--- src/rtl/outport_uart_tx.sv ---
// ---------------------------------------------------------------------------
// outport_uart_tx
//
// Byte-wide output port for a small processor core, backed by a transmit FIFO
// and an 8N1 / 8N2 UART serializer. The core writes bytes with a one-cycle
// strobe. It polls o_busy to learn when everything it wrote has left the pin.
//
// Parameters
//   G_CLOCK_DIVIDE  clock cycles per UART bit (2..65535)
//   G_FIFO_DEPTH    transmit FIFO entries (power of 2, 2..256)
//   G_NSTOP         stop bits per frame (1 or 2)
//
// Ports
//   i_clk       processor clock, all logic on the rising edge
//   i_rst       synchronous active-high reset
//   i_wr        one-cycle write strobe for i_data
//   i_data      byte written by the core
//   o_busy      FIFO non-empty or a frame in progress
//   o_full      FIFO holds G_FIFO_DEPTH entries
//   o_overflow  sticky, set when a write was dropped because the FIFO was full
//   o_uart_tx   serial line, idle high, driven from a flop
// ---------------------------------------------------------------------------
module outport_uart_tx #(
    parameter int G_CLOCK_DIVIDE = 868,
    parameter int G_FIFO_DEPTH   = 16,
    parameter int G_NSTOP        = 1
) (
    input  logic       i_clk,
    input  logic       i_rst,
    input  logic       i_wr,
    input  logic [7:0] i_data,
    output logic       o_busy,
    output logic       o_full,
    output logic       o_overflow,
    output logic       o_uart_tx
);

    localparam int          AW         = $clog2(G_FIFO_DEPTH);
    localparam logic [AW:0] FULL_COUNT = (AW + 1)'(G_FIFO_DEPTH);
    localparam logic [15:0] BIT_RELOAD = 16'(G_CLOCK_DIVIDE - 1);
    localparam logic        STOP_LAST  = 1'(G_NSTOP - 1);

    typedef enum logic [1:0] {
        S_IDLE,
        S_START,
        S_DATA,
        S_STOP
    } state_t;

    state_t state_q, state_d;

    // FIFO storage and bookkeeping. The occupancy count is one bit wider than
    // the pointers, so "full" and "empty" stay distinct when the pointers meet.
    logic [7:0]    fifo_mem [G_FIFO_DEPTH];
    logic [AW-1:0] wr_ptr_q, rd_ptr_q;
    logic [AW:0]   count_q;
    logic          overflow_q;

    // Serializer datapath.
    logic [15:0] baud_cnt_q;   // down-counter, cycles left in the current bit
    logic [2:0]  bit_cnt_q;    // data bit index, wraps 7 -> 0 on its own
    logic        stop_cnt_q;   // stop bit index
    logic [7:0]  shift_q;      // frame byte, LSB goes out first
    logic        tx_q;

    logic fifo_empty;
    logic fifo_full;
    logic push;
    logic pop;
    logic bit_done;
    logic line_d;

    assign fifo_empty = (count_q == '0);
    assign fifo_full  = (count_q == FULL_COUNT);
    // Full is taken from the occupancy before any pop in the same cycle. A
    // write that meets a full FIFO is dropped even if a slot frees up now.
    assign push       = i_wr && !fifo_full;
    assign bit_done   = (baud_cnt_q == '0);

    // -----------------------------------------------------------------------
    // FSM state register
    // -----------------------------------------------------------------------
    // NOTE: clocked state uses non-blocking assignments only. Then every flop
    // samples the values from before the edge, whatever the process order.
    always_ff @(posedge i_clk) begin
        if (i_rst) begin
            state_q <= S_IDLE;
        end else begin
            state_q <= state_d;
        end
    end

    // -----------------------------------------------------------------------
    // FSM next state, pop request and the line value for the next cycle
    // -----------------------------------------------------------------------
    // NOTE: each output of this block gets a default before the case. No
    // path then leaves a signal unassigned, which would infer a latch.
    always_comb begin
        state_d = state_q;
        pop     = 1'b0;
        line_d  = 1'b1;
        case (state_q)
            S_IDLE: begin
                if (!fifo_empty) begin
                    state_d = S_START;
                    pop     = 1'b1;
                end
            end
            S_START: begin
                line_d = 1'b0;
                if (bit_done) begin
                    state_d = S_DATA;
                end
            end
            S_DATA: begin
                line_d = shift_q[0];
                if (bit_done && (bit_cnt_q == 3'd7)) begin
                    state_d = S_STOP;
                end
            end
            S_STOP: begin
                line_d = 1'b1;
                // The last cycle of the final stop bit chains straight into
                // the next frame. The line then shows no idle gap.
                if (bit_done && (stop_cnt_q == STOP_LAST)) begin
                    if (!fifo_empty) begin
                        state_d = S_START;
                        pop     = 1'b1;
                    end else begin
                        state_d = S_IDLE;
                    end
                end
            end
            default: begin
                state_d = S_IDLE;
            end
        endcase
    end

    // -----------------------------------------------------------------------
    // FIFO pointers, occupancy and overflow flag
    // -----------------------------------------------------------------------
    always_ff @(posedge i_clk) begin
        if (i_rst) begin
            wr_ptr_q   <= '0;
            rd_ptr_q   <= '0;
            count_q    <= '0;
            overflow_q <= 1'b0;
        end else begin
            if (push) begin
                wr_ptr_q <= wr_ptr_q + 1'b1;
            end
            if (pop) begin
                rd_ptr_q <= rd_ptr_q + 1'b1;
            end
            case ({push, pop})
                2'b10:   count_q <= count_q + 1'b1;
                2'b01:   count_q <= count_q - 1'b1;
                default: count_q <= count_q;
            endcase
            if (i_wr && fifo_full) begin
                overflow_q <= 1'b1;
            end
        end
    end

    // NOTE: the storage array has no reset. Reset empties the FIFO through the
    // pointers and count, so old contents are never read back, and the array
    // can map onto plain RAM.
    always_ff @(posedge i_clk) begin
        if (push && !i_rst) begin
            fifo_mem[wr_ptr_q] <= i_data;
        end
    end

    // -----------------------------------------------------------------------
    // Serializer datapath
    // -----------------------------------------------------------------------
    always_ff @(posedge i_clk) begin
        if (i_rst) begin
            baud_cnt_q <= '0;
            bit_cnt_q  <= '0;
            stop_cnt_q <= 1'b0;
            shift_q    <= '0;
            tx_q       <= 1'b1;
        end else begin
            // The pin follows the FSM by one cycle. A pop therefore shows
            // its start bit one edge after the pop edge.
            tx_q <= line_d;

            if (pop) begin
                shift_q    <= fifo_mem[rd_ptr_q];
                baud_cnt_q <= BIT_RELOAD;
            end else if (state_q != S_IDLE) begin
                if (!bit_done) begin
                    baud_cnt_q <= baud_cnt_q - 1'b1;
                end else if (state_d != S_IDLE) begin
                    baud_cnt_q <= BIT_RELOAD;
                end
                // When the FSM returns to idle the counter is already zero.
            end

            if (bit_done) begin
                case (state_q)
                    S_DATA: begin
                        shift_q   <= shift_q >> 1;
                        bit_cnt_q <= bit_cnt_q + 1'b1;
                    end
                    S_STOP: begin
                        stop_cnt_q <= (stop_cnt_q == STOP_LAST) ? 1'b0
                                                                : stop_cnt_q + 1'b1;
                    end
                    default: begin
                        bit_cnt_q <= bit_cnt_q;
                    end
                endcase
            end
        end
    end

    assign o_busy     = !fifo_empty || (state_q != S_IDLE);
    assign o_full     = fifo_full;
    assign o_overflow = overflow_q;
    assign o_uart_tx  = tx_q;

endmodule

--- config.mk ---
export PLATFORM = sky130hd
export DESIGN_NAME = outport_uart_tx
export DESIGN_NICKNAME = d
export VERILOG_FILES = /design/src/rtl/outport_uart_tx.sv
export SDC_FILE = /design/constraint.sdc
export NUM_CORES = 1
export LEC_CHECK = 0
export ABC_AREA = 1
export ABC_CLOCK_PERIOD_IN_PS = 3250
export CORE_UTILIZATION = 50
export DETAILED_ROUTE_END_ITERATION = 7
export GPL_ROUTABILITY_DRIVEN = 0
export GPL_TIMING_DRIVEN = 0
export PLACE_DENSITY = 0.69
export SETUP_SLACK_MARGIN = 0.2
export SLEW_MARGIN = 30
export SYNTH_ARGS = -nofsm -noshare
export SYNTH_HDL_FRONTEND = slang
export SYNTH_SLANG_ARGS = --single-unit
--- constraint.sdc ---
create_clock -name i_clk -period 3.25 [get_ports i_clk]
set_clock_uncertainty 0.2 [all_clocks]
set_input_delay 0.65 -clock i_clk [delete_from_list [all_inputs] [get_ports i_clk]]
set_output_delay 0.65 -clock i_clk [all_outputs]
set_load 0.02 [all_outputs]
Word-level counts from Yosys, hierarchy flattened
Memories as Yosys holds them, arrays and structs flattened. A register that Yosys moved wholly into a read port is not among the register bits.
Index checks and enable logic that the tools add are counted.
{ "totals": {"reg_bits": 45, "latch_bits": 0, "ram_bits": 128, "romBits": 0, "input_bits": 11, "out_inout_bits": 4, "elab_cells": 73, "mem_count": 1} }
{ "op_classes": {"addsub": 7, "multipliers": 0, "div": 0, "n_lt_le_gt_ge": 0, "eq_ne": 9, "n_shift": 0, "mux": 23, "n_bitwise": 1, "n_reduce_logical": 21} }
{ "memory_table": {"columns": ["memory", "depth", "width", "read_ports", "rd_ports_with_merged_regs", "write_ports", "line_no", "source"], "rows": [
  ["fifo_mem", 16, 8, 1, 1, 1, "54", "logic [7:0] fifo_mem [G_FIFO_DEPTH];"]
]} }
{ "ops": {"columns": ["operator", "count"], "rows": [
  ["$mux W16", 2],
  ["$mux W8", 3],
  ["$mux W10", 2],
  ["$logic_not A16 Y1", 1],
  ["$sub A16 B1 Y16 const B", 1],
  ["$pmux W5 S2", 1],
  ["$add A4 B1 Y4 const B", 2],
  ["$mux W2", 4],
  ["$mux W4", 2],
  ["$pmux W2 S4", 1],
  ["$reduce_and A2 Y1", 4],
  ["$reduce_bool A2 Y1", 4],
  ["$eq A2 B2 Y1 const B", 3],
  ["$mux W1", 6],
  ["$add A5 B1 Y5 const B", 1],
  ["$eq A5 B5 Y1 const B", 1],
  ["$logic_and A1 B1 Y1", 5],
  ["$logic_not A5 Y1", 1],
  ["$sub A5 B1 Y5 const B", 1],
  ["$eq A2 B1 Y1 const B", 2],
  ["$pmux W1 S2", 2],
  ["$add A3 B1 Y3 const B", 1],
  ["$eq A3 B3 Y1 const B", 1],
  ["$logic_not A1 Y1", 3],
  ["7 further kinds", 7]
]} }

Logic depth before layout (Yosys ltp)
Gate-level depths: netlist of run 1.
{ "logic_depth": {"ltp_word": 9, "depth_mapped": 20, "mapped_depth_nobuf": 19} }

Least setup slack after synthesis of run 1
No wires, ideal clock.
{ "synth_path": {"kind": "register to register", "startpoint": "register baud_cnt_q[0]", "endpoint": "register count_q[4]", "setup_ps": 117, "arrival_ps": 2385, "t_required_ps": 2933, "setup_slack_ps": 548, "path_stages_with_launch": 20, "n_path_buf": 1, "synth_period_minus_slack_ps": 2702, "path_cell_list": "dfxtp_1 -> inv_1 -> ha_1 -> nand2_1 -> nor2_2 -> nand2_4 -> o21ai_4 -> nand2_4 -> inv_2 -> buf_2 -> ha_1 -> xor2_1 -> ha_1 -> inv_1 -> nand2_1 -> nand2_1 -> nand3_1 -> nand2_1 -> nor2_1 -> nor2_1"} }
{ "synth_via": {"elab_chain_cells": 6, "elab_cells_between_ends": 8, "classes_between": "eq/ne: 2; mux: 3; reduce/logical: 3"} }
{ "synth_lines": {"columns": ["item", "line_no", "source"], "rows": [
  ["from (decl)", "60", "logic [15:0] baud_cnt_q;"],
  ["from (signal assigned)", "196", "baud_cnt_q <= baud_cnt_q - 1'b1;"],
  ["$logic_not A16 Y1 (*)", "78", "assign bit_done = (baud_cnt_q == '0);"],
  ["$logic_and A1 B1 Y1 (*)", "125", "if (bit_done && (stop_cnt_q == STOP_LAST)) begin"],
  ["$mux W1 (*)", "125", null],
  ["$pmux W1 S2 (*)", "102", "case (state_q)"],
  ["net pop", "69", "logic pop;"],
  ["$eq A2 B1 Y1 or $eq A2 B2 Y1 (tied branches)", "156", "case ({push, pop})"],
  ["$pmux W5 S2 or $reduce_bool A2 Y1 (tied branches)", null, null],
  ["to (signal assigned)", "157", "2'b10: count_q <= count_q + 1'b1;"],
  ["to (signal assigned)", "158", "2'b01: count_q <= count_q - 1'b1;"],
  ["to (signal assigned)", "159", "default: count_q <= count_q;"],
  ["to (decl)", "56", "logic [AW:0] count_q;"]
]} }
Mark *: on every way through the listed nets, which the timed path passes. The rest lies on a longest branch.
A chain may end at the register's enable or synchronous reset.

Worst setup path after layout of run 1
{ "layout_path": {"startpoint": "register baud_cnt_q[1]", "endpoint": "register count_q[4]"} }
Same word-level chain as after synthesis.

==> results.txt, run 1 <==
Status: finished, final reports clean
Pwr Density: 885 nW/um^2
DRC Markers: 0
Clk sink count: 176
Mapped cell area: 7780 sq um
Syn Nets: 802
Worst IR drop on VDD: 402 uV
DIE WIDTH: 127 um
Initial core utilization: 0.512
CTS tree: yes
Setup TNS Final: 0 ps
Port bufs: 14
Largest net degree at the start of global routing: 17
Area of the multi-input gates: 2740 sq um
Placed wire-length estimate: 12300 um
Final wirelength: 18400 um
Max-Cap Viols: 0
Die Y: 127 um
Critical path launch point type: flip-flop
Ports: 15
Fillers: 1268
First-pass GRT wire length: 28900 um
Root Buffer: clkbuf_16
PnR worst setup slack: 386 ps
Vias/cell: 5.78
Avg WL per Cell: 18.2 um
Reg2Reg Depth: 19
Number of global-route vias before repair: 5527
Fraction of layout cells with a size suffix above 1: 0.0863
CTS Buf Count: 17
Crit path from: baud_cnt_q[1]
Fin area: 8780 sq um
Worst Path Buf+Inv: 4
Most frequent cells in the layout: nor2_1, edfxtp_1, nand2_1
Period minus WS final: 2860 ps
Final Max Slew Viols: 0
Full die area: 16100 sq um
Max Root-Sink Buffers: 2
FP Rows: 45
Initial antenna violation count: 0
Critical path's top delay family: simple AND/OR/NAND/NOR gates
Hold slack: 255 ps
Slew Limit Headroom: 0.301
Core region area: 15200 sq um
Reg2reg start: baud_cnt_q[1]
Reg-to-reg slack, setup: 390 ps
# hold bufs at CTS: 0
Worst-Skew Late Latency: 420 ps
Post-synthesis register bit count: 176
Final setup violation count: 0
Ys Warns: 0
Worst path max stage delay: 310 ps
Worst-path fanout max: 10
H-tree depth: 4
Syn Area/Cell: 10.1 sq um
Hold_sp: bit_cnt_q[2]
Critical path class: flip-flop to flip-flop
1st-iter DRT viols: 541
Diode count: 0
Netlist cell types: 36
Worst r2r dst: count_q[4]
Placed cell areas: 8210 sq um
Vias: 5846
GRT Overall Usage: 0.240
RSZ-0062 raised after global routing: false
Area growth from synthesis to layout: 12.8%
Cell Chain, Critical Path: inv_1, ha_2, nand2_1, nor2_2, nand2_4, o21ai_4, nand2_4, inv_4, buf_6, ha_4, xor2_2, ha_1, inv_1, nand2_1, nand2_1, nand3_1, nand2_1, nor2_1, nor2_1
Slew @ Worst Pin: 1050 ps
Post-synthesis sequential area ratio: 0.618
Cells after Synth: 774
Final ANT Viol Nets: 0
Hold Vio Cnt, Final: 0
Post-route core utilization: 0.578
CP most frequent cell: nand2_1
Hold EP: bit_cnt_q[2]
Fmax: 349 MHz
Worst Hold Depth: 2
Register Area: 4800 sq um
Most common cell after layout, fill and taps aside: nor2_1
Final period utilization: 0.881
CP endpoint kind: flip-flop
Place WS: -25.5 ps
# nets final: 839
Worst Path Arrival: 2980 ps
DR pass1 iterations: 5
HP Class: flip-flop to flip-flop
Slowest CP cell: dfxtp_1
Leakage power: 3.14 nW
Critical path required time: 3360 ps
Global route overflow: 0
Clock-pin slew on the worst setup and hold paths: 60 ps
[power by group]
part / total [mW] / leakage (nW) / switching [mW] / internal, mW
Sequential: 2.75 / 1.55 / 0.153 / 2.59
Clock: 1.81 / 0.247 / 0.841 / 0.972
Combinational: 3.21 / 1.35 / 2.13 / 1.09
Total: 7.77 / 3.14 / 3.12 / 4.65
[kinds of logic after synthesis]
| family | Yosys count | synth area share |
|---|---|---|
| simple gates | 326 | 0.178 |
| flops | 176 | 0.618 |
| compound gates | 160 | 0.118 |
| buf+inv | 77 | 0.0386 |
| fa+ha+maj | 17 | 0.0273 |
| xor+xnor | 15 | 0.0169 |
| mux | 3 | 0.00386 |
[layout make-up]
type,instances,area share
sequential,176,0.547
multi-input combinational,521,0.312
clock buffer,18,0.0489
tap,188,0.0268
timing repair buffer,18,0.0198
inverter,43,0.0187
buffer,34,0.0165
clock inverter,13,0.0103
[worst reg2reg max path, stage by stage, from the launching register on]
cell     delay [ps]
dfxtp_1         310
inv_1           110
ha_2            200
nand2_1          60
nor2_2          150
nand2_4         120
o21ai_4         200
nand2_4         120
inv_4           120
buf_6           170
ha_4            180
xor2_2          190
ha_1            170
inv_1            40
nand2_1          90
nand2_1          80
nand3_1          80
nand2_1          50
nor2_1           80
nor2_1           40
[through the flow]
step                      total power, mW  std cells
after floorplan                      5.08        774
after global placement               5.77        976
after detailed placement             5.86        979
after CTS                            7.69       1010
after global routing                 8.26       1011
final                                7.77       1011
[what timing repair did]
| action | 4_1_cts | 5_1_grt |
|---|---|---|
| setup buffers | 0 | 1 |
| pin swaps | 0 | 1 |
| gates resized for setup | 3 | 6 |
| endpoints found under the setup margin | 3 | 4 |
[flip-flops by register name, summed over array words and instances, names as in the netlist, named ones only]
register    count
bit_cnt_q       3
fifo_mem      128
baud_cnt_q     16
o_uart_tx       1
count_q         5
shift_q         8
state_q         2
o_overflow      1
rd_ptr_q        4
wr_ptr_q        4
[layer usage]
metal  global-route usage  share of wire  vias up
li1                     -              -     2771
met1                0.325           0.44     2788
met2                0.390           0.47      249
met3               0.0434          0.071       38
met4               0.0854          0.025        0
met5                    0              0        -
[worst max path at each step]
stage | cells past startpoint | to | slack [ps]
5_1_grt | 19 | count_q[4] | 180
6_report | 19 | count_q[4] | 390
2_1_floorplan | 19 | count_q[4] | 550
3_3_place_gp | 6 | fifo_mem[11][2] | -330
4_1_cts | 19 | count_q[4] | 200
3_5_place_dp | 5 | fifo_mem[12][2] | -30
[synth_stat cells]
master | instances | area, sq um
o21ai_4 | 1 | 16.3
buf_6 | 1 | 11.3
nand2_1 | 94 | 353
nand2_2 | 5 | 31.3
mux2i_1 | 3 | 30.0
nor4_1 | 1 | 6.26
xor2_1 | 10 | 87.6
nand4_1 | 11 | 68.8
nand2_4 | 4 | 45.0
nor2_1 | 164 | 616
o21ai_0 | 92 | 460
and3_1 | 2 | 12.5
nand3_4 | 1 | 17.5
buf_2 | 3 | 15.0
nand3_1 | 34 | 170
a21oi_1 | 25 | 125
clkbuf_1 | 28 | 105
edfxtp_1 | 128 | 3840
ha_1 | 17 | 213
dfxtp_1 | 48 | 961
inv_1 | 38 | 143
inv_2 | 2 | 7.51
o32ai_1 | 10 | 87.6
o21ai_1 | 1 | 5.00
nor2_4 | 1 | 11.3
clkinv_1 | 3 | 11.3
nand3_2 | 1 | 10.0
nand3b_1 | 1 | 7.51
o211ai_1 | 14 | 105
buf_1 | 2 | 7.51
a31oi_1 | 8 | 50.1
o22ai_1 | 5 | 31.3
o21ai_2 | 4 | 35.0
nor3_1 | 6 | 30.0
xnor2_1 | 5 | 43.8
nor2_2 | 1 | 6.26
No activity file was read; power rests on OpenSTA's default activity.
==> run 2, diff against run 1 <==
--- a/config.mk
+++ b/config.mk
@@ -5,7 +5,6 @@
 export SDC_FILE = /design/constraint.sdc
 export NUM_CORES = 1
 export LEC_CHECK = 0
-export ABC_AREA = 1
 export ABC_CLOCK_PERIOD_IN_PS = 3250
 export CORE_UTILIZATION = 50
 export DETAILED_ROUTE_END_ITERATION = 7
==> run 2 against run 1 <==
The flow now finishes with violations (negative setup slack). Synthesized area down 3.4%. Final cell count is 23% lower. Sequential power rose by 2%. Non-clock buffer count rose by 17. Die area is 3.3% lower. Wire length down 13%. Clock power increased by 8%. Sequential share of layout area down 0.90 points. Largest cell class unchanged. Largest power group unchanged.
==> results.txt, run 2 <==
Hold Vio Cnt, Final: 0
Multiplexer share of the synthesized area: 0.137
CTS Buf Count: 17
CP endpoint kind: flip-flop
Ports: 15
Final Max Slew Viols: 0
Most common cell after layout, fill and taps aside: edfxtp_1
H-tree depth: 4
Worst path max stage delay: 340 ps
Slew Limit Headroom: 0.415
Worst r2r dst: count_q[4]
Ys Warns: 0
Max Root-Sink Buffers: 2
Global route overflow: 0
Share of synthesized registers carrying an async set or reset: 0
Post-synth top cells: edfxtp_1, nor2_1, dfxtp_1
DRC Markers: 0
Mapped cell area: 7520 sq um
Final period utilization: 1.02
Root Buffer: clkbuf_16
Worst-path fanout max: 3
Syn Area/Cell: 14.4 sq um
Total power: 7.69 mW
Avg WL per Cell: 20.5 um
Clock-pin slew on the worst setup and hold paths: 70 ps
Vias/cell: 5.91
Max-Cap Viols: 0
Cells after Synth: 521
Number of enable flip-flop cells after synthesis: 128
Vias: 4584
# hold bufs at CTS: 0
Critical path required time: 3370 ps
First-pass GRT wire length: 25200 um
Area leader, netlist: edfxtp_1
Area growth from synthesis to layout: 19.0%
Initial core utilization: 0.515
Post-route core utilization: 0.613
Crit path from: baud_cnt_q[1]
Main synth FF type: edfxtp_1
PnR worst setup slack: -64.7 ps
Slowest CP cell: dfxtp_2
RSZ-0062 raised after global routing: true
Leakage power: 2.96 nW
1st-iter DRT viols: 409
Final wirelength: 15900 um
Placed wire-length estimate: 10400 um
Worst IR drop on VDD: 638 uV
DR pass1 iterations: 5
Netlist cell types: 51
DIE WIDTH: 125 um
Syn Nets: 549
Pwr Density: 859 nW/um^2
HP Class: flip-flop to flip-flop
Worst-Skew Late Latency: 430 ps
Final setup violation count: 1
Setup TNS Final: -64.7 ps
Adder-Cell Fraction of Synth Area: 0.0283
Initial antenna violation count: 0
Critical path launch point type: flip-flop
Dominant cells by area after synthesis: edfxtp_1, dfxtp_1, mux4_2
Place WS: -491 ps
Hold slack: 276 ps
CTS tree: yes
Failing checks: negative setup slack
Cell Chain, Critical Path: inv_2, ha_4, nor4b_4, and4_1, buf_6, a21oi_4, or2_1, buf_6, clkinv_8, buf_12, ha_4, buf_8, xor2_1, ha_2, o21ai_2, nand2b_1, a211oi_2, mux2_4, mux2_4
Reg2reg start: baud_cnt_q[1]
Critical path class: flip-flop to flip-flop
Period minus WS final: 3310 ps
Largest net degree at the start of global routing: 17
Worst Setup EP: count_q[4]
GRT Overall Usage: 0.218
Fillers: 1079
Port bufs: 14
Core region area: 14600 sq um
Reg2Reg Depth: 19
Reg-to-reg slack, setup: -60 ps
Main combinational cell family by area after synthesis: multiplexers
Fraction of layout cells with a size suffix above 1: 0.262
Worst Path Arrival: 3440 ps
Full die area: 15500 sq um
Fmax: 302 MHz
Max reg flops: 128
Yosys top cell area share: 0.511
Final ANT Viol Nets: 0
Status: finished with violations
Number of global-route vias before repair: 4572
FP Rows: 44
Post-synthesis compound-gate area fraction: 0.0579
Biggest regs: fifo_mem x128, baud_cnt_q x16, shift_q x8
Largest Register: fifo_mem
Clk sink count: 176
Die Y: 125 um
Slew @ Worst Pin: 877 ps
# nets final: 606
Synth Area in XOR/XNOR: 0.0117
Post-synthesis register bit count: 176
Diode count: 0
Count leader, synth: edfxtp_1
Post-synthesis sequential area ratio: 0.639
Simple-gate share of the synthesized area: 0.0992
Most frequent cells in the layout: edfxtp_1, nor2_1, dfxtp_1
run 2: cell count changes after synthesis, moves of 10 or more:
cell      delta
inv_1       -24
a211oi_1    +10
o211ai_1    -12
o32ai_1     -10
mux4_2      +40
o21ai_0     -81
nand2_1     -66
clkbuf_1    -11
nand3_1     -28
nor2_1     -104
run 2: how the worst min path moves through the flow:
| stage | from | end | slack [ps] | depth (start not counted) |
|---|---|---|---|---|
| 2_1_floorplan | shift_q[0] | o_uart_tx | 240 | 2 |
| 3_3_place_gp | o_overflow | o_overflow | 250 | 2 |
| 3_5_place_dp | o_overflow | o_overflow | 260 | 2 |
| 4_1_cts | o_overflow | o_overflow | 280 | 2 |
| 5_1_grt | shift_q[0] | o_uart_tx | 330 | 2 |
| 6_report | o_overflow | o_overflow | 280 | 2 |
run 2: area by class of cell:
type                            count  area, sq um  area share
Clock inverter                     12          125      0.0140
Sequential cell                   176         4810       0.538
Clock buffer                       20          437      0.0488
Multi-Input combinational cell    299         2740       0.307
Buffer                             30          186      0.0208
Timing Repair Buffer               39          340      0.0380
Inverter                           15         68.8     0.00769
Tap cell                          184          230      0.0257
run 2: stage by stage:
step,std cells,area [sq um]
3_5_place_dp,720,8010
2_1_floorplan,521,7610
3_3_place_gp,719,7990
5_1_grt,775,8940
6_report,775,8940
4_1_cts,770,8830
run 2: cell families (layout without fill, tap and decap cells):
family,count (synthesis),after routing
AO/OA/AOI/OAI,70,70
buffers and inverters,46,116
multiplexers,53,53
XOR/XNOR,10,10
adder cells (fa/ha/maj),17,17
flip-flops,176,176
AND/OR/NAND/NOR,149,149
run 2: power breakdown:
group / internal [mW] / switching (mW) / leakage, nW
logic: 1.40 / 1.53 / 1.15
clock network: 1.07 / 0.881 / 0.263
registers: 2.62 / 0.177 / 1.55
run 2: repair_timing:
action	4_1_cts	5_1_grt
cloned	0	0
setup buffers	19	5
gates resized for setup	31	14
endpoints found under the setup margin	101	133
pin swaps	10	9
run 2: critical path: cells and delay by family, from the launching register on:
family / cells / cell delay, ps
compound gates: 3 / 430
xor+xnor: 1 / 150
fa+ha+maj: 3 / 510
buf+inv: 6 / 550
flops: 1 / 340
mux: 2 / 460
simple gates: 4 / 550
run 2: per-layer routing:
| layer | global-route usage | wire length [um] |
|---|---|---|
| met1 | 0.280 | 6670 |
| met2 | 0.364 | 8000 |
| met3 | 0.0481 | 947 |
| met4 | 0.0794 | 295 |
| met5 | 0 | 0 |
